`src/rtl/seq_det_pkg.sv`:
```
// Shared types and the pattern-automaton transition rule for the serial pattern detector.
package seq_det_pkg;

  localparam int unsigned MAX_LEN = 32;
  localparam int unsigned STATE_W = 6;

  typedef logic [STATE_W-1:0] state_t;

  // Longest pattern prefix that is a suffix of (history for s, b). Elaboration-time only.
  function automatic int unsigned next_state(input logic [MAX_LEN-1:0] pattern,
                                             input int unsigned        len,
                                             input int unsigned        s,
                                             input logic               b,
                                             input logic               ovl);
    logic [MAX_LEN:0] seq;
    logic [63:0]      mask;
    logic [63:0]      pre;
    int unsigned      hl;
    int unsigned      best;
    hl   = (s == len && !ovl) ? 0 : s;
    seq  = '0;
    best = 0;
    for (int unsigned j = 0; j < hl; j++) begin
      seq = {seq[MAX_LEN-1:0], 1'(pattern >> (len - 1 - j))};
    end
    seq = {seq[MAX_LEN-1:0], b};
    for (int unsigned k = 1; k <= len; k++) begin
      if (k <= hl + 1) begin
        mask = (64'd1 << k) - 64'd1;
        pre  = 64'(pattern) >> (len - k);
        if ((pre & mask) == (64'(seq) & mask)) best = k;
      end
    end
    return best;
  endfunction

endpackage

```
`src/rtl/seq_detect_param_if.sv`:
```
// Stream-in / detection-out bundle between the line decoder and the pattern detector.
interface seq_detect_param_if
  import seq_det_pkg::*;
#(
  parameter int unsigned CNT_W = 8
);
  logic             d_in;
  logic             d_valid;
  logic             ovl_en;
  logic             clr_cnt;
  logic             detect;
  logic [CNT_W-1:0] det_count;
  state_t           match_len;

  modport master (
    output d_in, d_valid, ovl_en, clr_cnt,
    input  detect, det_count, match_len
  );

  modport slave (
    input  d_in, d_valid, ovl_en, clr_cnt,
    output detect, det_count, match_len
  );
endinterface

```
`src/rtl/sat_counter.sv`:
```
// Saturating up-counter with synchronous clear; clear wins over increment.
module sat_counter #(
  parameter int unsigned W = 8
) (
  input  logic         clk,
  input  logic         rst,
  input  logic         inc_i,
  input  logic         clr_i,
  output logic [W-1:0] q_o
);
  logic [W-1:0] q_q, q_d;

  always_comb begin
    q_d = q_q;
    if (clr_i) begin
      q_d = '0;
    end else if (inc_i && (q_q != {W{1'b1}})) begin
      q_d = q_q + 1'b1;
    end
  end

  always_ff @(posedge clk) begin
    if (rst) q_q <= '0;
    else     q_q <= q_d;
  end

  assign q_o = q_q;
endmodule

```
`src/rtl/seq_detect_param.sv`:
```
// Parametrised Moore serial-pattern detector driven by an elaboration-built transition table.
module seq_detect_param
  import seq_det_pkg::*;
#(
  parameter int unsigned          LEN     = 5,
  parameter logic [MAX_LEN-1:0]   PATTERN = 32'b00101,
  parameter int unsigned          CNT_W   = 8
) (
  input logic               clk,
  input logic               rst,
  seq_detect_param_if.slave bus
);
  localparam state_t LenS = state_t'(LEN);

  if (LEN < 1 || LEN > MAX_LEN) begin : g_bad_len
    $error("seq_detect_param: LEN must be in 1..32");
  end

  // Full 64-entry table so the 6-bit state indexes it directly; rows above LEN are unreachable.
  state_t tbl [64][2][2];

  for (genvar s = 0; s < 64; s++) begin : g_row
    for (genvar b = 0; b < 2; b++) begin : g_bit
      for (genvar o = 0; o < 2; o++) begin : g_ovl
        if (s <= LEN) begin : g_live
          assign tbl[s][b][o] = state_t'(next_state(PATTERN, LEN, s, 1'(b), 1'(o)));
        end else begin : g_dead
          assign tbl[s][b][o] = '0;
        end
      end
    end
  end

  state_t state_q, state_d;
  logic   cnt_inc;

  always_comb begin
    state_d = state_q;
    cnt_inc = 1'b0;
    if (bus.d_valid) begin
      state_d = tbl[state_q][bus.d_in][bus.ovl_en];
      cnt_inc = (state_d == LenS);
    end
  end

  always_ff @(posedge clk) begin
    if (rst) state_q <= '0;
    else     state_q <= state_d;
  end

  assign bus.match_len = state_q;
  assign bus.detect    = (state_q == LenS);

  sat_counter #(
    .W (CNT_W)
  ) u_cnt (
    .clk   (clk),
    .rst   (rst),
    .inc_i (cnt_inc),
    .clr_i (bus.clr_cnt),
    .q_o   (bus.det_count)
  );
endmodule

```
`src/flat_wrapper.sv`:
```
// flat-port wrapper written by rule: the top's interface ports become plain ports
module seq_detect_param_flat import seq_det_pkg::*;
#(
  parameter int unsigned          LEN     = 5,
  parameter logic [MAX_LEN-1:0]   PATTERN = 32'b00101,
  parameter int unsigned          CNT_W   = 8
)
  (clk, rst, bus_d_in, bus_d_valid, bus_ovl_en, bus_clr_cnt, bus_detect, bus_det_count, bus_match_len);
  seq_detect_param_if #(.CNT_W(CNT_W)) bus_i ();
  input logic clk;
  input logic rst;
  input wire logic [$bits(bus_i.d_in)-1:0] bus_d_in;
  input wire logic [$bits(bus_i.d_valid)-1:0] bus_d_valid;
  input wire logic [$bits(bus_i.ovl_en)-1:0] bus_ovl_en;
  input wire logic [$bits(bus_i.clr_cnt)-1:0] bus_clr_cnt;
  output wire logic [$bits(bus_i.detect)-1:0] bus_detect;
  output wire logic [$bits(bus_i.det_count)-1:0] bus_det_count;
  output wire logic [$bits(bus_i.match_len)-1:0] bus_match_len;
  assign bus_i.d_in = bus_d_in;
  assign bus_i.d_valid = bus_d_valid;
  assign bus_i.ovl_en = bus_ovl_en;
  assign bus_i.clr_cnt = bus_clr_cnt;
  assign bus_detect = bus_i.detect;
  assign bus_det_count = bus_i.det_count;
  assign bus_match_len = bus_i.match_len;
  seq_detect_param #(.LEN(LEN), .PATTERN(PATTERN), .CNT_W(CNT_W)) u_core (.clk(clk), .rst(rst), .bus(bus_i));
endmodule
```
`config.mk`:
```
export PLATFORM = sky130hd
export DESIGN_NAME = seq_detect_param_flat
export DESIGN_NICKNAME = d
export VERILOG_FILES = /design/src/rtl/seq_det_pkg.sv /design/src/rtl/seq_detect_param_if.sv /design/src/rtl/sat_counter.sv /design/src/rtl/seq_detect_param.sv /design/src/flat_wrapper.sv
export SDC_FILE = /design/constraint.sdc
export NUM_CORES = 1
export LEC_CHECK = 0
export BUFFER_PORTS_ARGS = -buffer_cell sky130_fd_sc_hd__clkbuf_2
export CAP_MARGIN = 30
export CORE_UTILIZATION = 40
export DETAILED_ROUTE_END_ITERATION = 8
export GPL_ROUTABILITY_DRIVEN = 0
export SETUP_SLACK_MARGIN = 0.02
export SLEW_MARGIN = 10
export SYNTH_ARGS = -nofsm -noshare
export SYNTH_HDL_FRONTEND = slang
export SYNTH_HIERARCHICAL = 1
export SYNTH_SLANG_ARGS = --single-unit
```
`constraint.sdc`:
```
create_clock -name clk -period 2.88 [get_ports clk]
set_input_delay 0.576 -clock clk [delete_from_list [all_inputs] [get_ports clk]]
set_output_delay 0.576 -clock clk [all_outputs]
set_load 0.05 [all_outputs]
```
==> results list <==
- The commonest cells after synthesis are 11 x dfxtp_1, 9 x nand2_1, 7 x mux2i_1, 6 x a21oi_1, 6 x ha_1.
- Minimum clock period: 2.369 ns
- For this run, the detailed router's first-pass iteration total came to 4.
- Sinks on the clock net: 11
* CTS tree: yes
* Non-Filler Instances: 124
- The biggest area contributor in the post-synthesis netlist is dfxtp_1.
- CTS-repair resized insts: 0
- The core region is 1745 sq um.
- Run status: completed
* Die footprint: 2048 sq um
* Worst reg2reg endpoint: u_core/u_cnt/q_o[5]$_SDFFE_PP0P_
- Num CTS Buffers: 3
- For this run, design rule violations remaining after detail routing come to 0.
* Flop-to-flop setup slack: 0.51 ns
- For this run the aggregate overflow at the end of global routing stands at 0.
- The area growth from synthesis to layout is 13.38%.
- CTS Root Buffer Type: clkbuf_4
- Buffers inserted to repair hold after CTS numbered 0.
- Data on the critical path is required at its endpoint by 3.06 ns.
* Post-CTS setup buffers: 0
* Number of H-tree branching levels: 1
- For this block, the routed nets add up to 1.459 mm of wire.
- Leakage power: 0.3632 nW
- Of the cells placed in the final design, the portion with a size suffix greater than 1 is 22.22%.
* Worst Min Path Start: u_core/u_cnt/q_o[1]$_SDFFE_PP0P_
* Horizontal die dimension: 45.25 um
- The most used flip-flop cell after synthesis is dfxtp_1.
* Critical R2R Launch: u_core/bus.match_len[0]$_SDFFE_PP0P_
* Die height: 45.25 um
- Later-pin clock latency in the skew report: 0.27 ns
- In the final design database the tool counted 112 nets.
- Counting cells, the worst reg-to-reg path comes to 8.
- After synthesis, the cell types taking the most area are dfxtp_1 29%, ha_1 10%, mux2i_1 9.4%, nand2_1 4.5%, a21oi_1 4.0%.
- The floorplan has 15 rows.
- Along the worst hold path, the cell count comes to 2.
* Synth warn: 6
- Initial Util: 42.87%
* Max_cap viols: 0
* Gate count of the mapped netlist: 83
- Routed wire per std cell: 11.77 um
- Biggest fanout along the worst timing path: 5
- Global-route wire length before repair: 2.408 mm
* Largest net degree at the start of global routing: 12
- Number of hold violations in the final report: 0
* Endpoint with the worst hold slack: u_core/u_cnt/q_o[1]$_SDFFE_PP0P_
- RSZ-0062 raised after global routing: false
- Post-route fraction of the period consumed by the critical path: 82.25%
* Number of antenna cells inserted: 0
- Achievable clock frequency: 0.4222 GHz
* Number of I/O port buffers: 16
- After clock tree synthesis, the clock-pin slew on the worst setup and hold paths is 0.07 ns.
- The detail route stage leaves a number of antenna-violating nets equal to 0.
- Max Clock Skew: 0.001059 ns
- Across the VDD grid, the largest voltage drop is 0.0002362 V.
- Number of synthesized flops with an enable pin: 0
- Count of cell types in the netlist: 32
- HPWL after detailed placement: 1.061 mm
- Combined global-route utilization of all metal layers: 16.53%
- Final setup TNS: 0 ns
* Initial antenna violation count: 0
- The longest clock path from root to sink contains 2 buffers.
* Number of top-level pins: 21
- Number of slew-limit violations in the final report: 0
- By startpoint and endpoint, the worst setup path is classified as reg -> reg.
- Top-count cell post-synth: dfxtp_1
* Kind of launch point of the worst setup path: register
- Violation count after the first detailed-routing iteration: 7
- Average via count per standard cell: 5.290
- Proportion of synthesized chip area in sequential cells: 29.43%
- Counting flops with an async set or reset pin after synthesis yields a share of 0%.
- At the worst endpoint, the arrival time is 2.54 ns.
- Seq cells post-synth: 11
- The worst setup path is captured at a register.
- Type of the tightest min-delay check: reg -> reg
- Power spread over the standard cell area amounts to 371.9 nW/um^2.
- The number of global-route vias before repair is 561.
* Via count: 656
* Synth top area share: 29.43%
- Area of the mapped netlist: 748.2 sq um
- Setup violations remaining at the end of the flow were counted as 0.
- Including well taps, the total number of placed cells is 120.
- Dividing the synthesized area by the synthesized cell count gives 9.015 sq um.
[power by group]
| part | total [mW] | internal (mW) | switching (mW) |
|---|---|---|---|
| Sequential | 0.157 | 0.154 | 0.00305 |
| Combinational | 0.0531 | 0.0159 | 0.0373 |
| Clock | 0.105 | 0.0537 | 0.0512 |
| Total | 0.315 | 0.224 | 0.0915 |
[through the flow]
step | utilization, % | instance area [sq um] | power, mW | hold WS, ns | setup slack, ns
5_1_grt | 48.60 | 848.3 | 0.3351 | 0.5321 | 0.2929
3_3_place_gp | 47.10 | 822.0 | 0.2130 | 0.4742 | 0.5636
4_1_cts | 48.60 | 848.3 | 0.3199 | 0.4944 | 0.5239
3_5_place_dp | 47.10 | 822.0 | 0.2137 | 0.4832 | 0.5734
6_report | 48.60 | 848.3 | 0.3155 | 0.4929 | 0.5113
2_1_floorplan | - | 755.7 | 0.2042 | 0.6403 | 0.3799
[kinds of logic after synthesis]
kind of cell | Yosys count | share of synthesized area (%)
multiplexers | 7 | 9.365
flip-flops | 11 | 29.43
AO/OA/AOI/OAI | 15 | 16.72
adder cells (fa/ha/maj) | 6 | 10.03
buffers and inverters | 9 | 7.525
AND/OR/NAND/NOR | 34 | 26.42
other | 1 | 0.5012
[cells in the final DEF, fill, tap and decap left out, types with 2 or more instances in the layout]
cell       n
clkbuf_2  16
dfxtp_1   11
nand2_1    9
mux2i_1    7
a21oi_1    6
ha_1       6
nor2_1     4
or3_1      4
clkbuf_4   3
inv_1      3
conb_1     3
and3_1     3
and4_1     2
a21boi_1   2
nand3_1    2
nand4_1    2
[area by class of cell]
class	instances	area (sq um)
clock buffer	4	26.28
fill	181	897.1
inverter	3	11.26
multi-input combinational	65	479.2
sequential	11	220.2
tap	25	31.28
timing repair buffer	16	80.08
[routing by layer]
layer	global-route usage (%)	up-vias	routed length, um
li1	-	331	-
met2	23.77	13	607
met4	3.636	0	4
met5	0	-	0
met1	22.00	310	774
met3	8.400	2	72
[worst max path at each step]
stage / startpoint / end / slack (ns) / cells past startpoint
2_1_floorplan: u_core/bus.match_len[0]$_SDFFE_PP0P_ / u_core/u_cnt/q_o[5]$_SDFFE_PP0P_ / 0.38 / 8
3_3_place_gp: u_core/bus.match_len[0]$_SDFFE_PP0P_ / u_core/u_cnt/q_o[5]$_SDFFE_PP0P_ / 0.56 / 8
3_5_place_dp: u_core/bus.match_len[0]$_SDFFE_PP0P_ / u_core/u_cnt/q_o[5]$_SDFFE_PP0P_ / 0.57 / 8
4_1_cts: u_core/bus.match_len[0]$_SDFFE_PP0P_ / u_core/u_cnt/q_o[5]$_SDFFE_PP0P_ / 0.52 / 8
5_1_grt: u_core/bus.match_len[0]$_SDFFE_PP0P_ / u_core/u_cnt/q_o[5]$_SDFFE_PP0P_ / 0.29 / 8
6_report: u_core/bus.match_len[0]$_SDFFE_PP0P_ / u_core/u_cnt/q_o[5]$_SDFFE_PP0P_ / 0.51 / 8
[critical path, cell delays in order (launching register included)]
cell and delay, ns:
dfxtp_1 0.40, inv_1 0.12, ha_1 0.32, nor4b_1 0.30, a21oi_1 0.07, nor2_1 0.25
and4_1 0.35, a31oi_1 0.15, a2111oi_4 0.32
[flip-flops by register name (all words and copies together) (netlist names)]
signal,flops
u_core/bus.match_len,3
u_core/u_cnt/q_o,8
(Power assumes the default switching activity.)
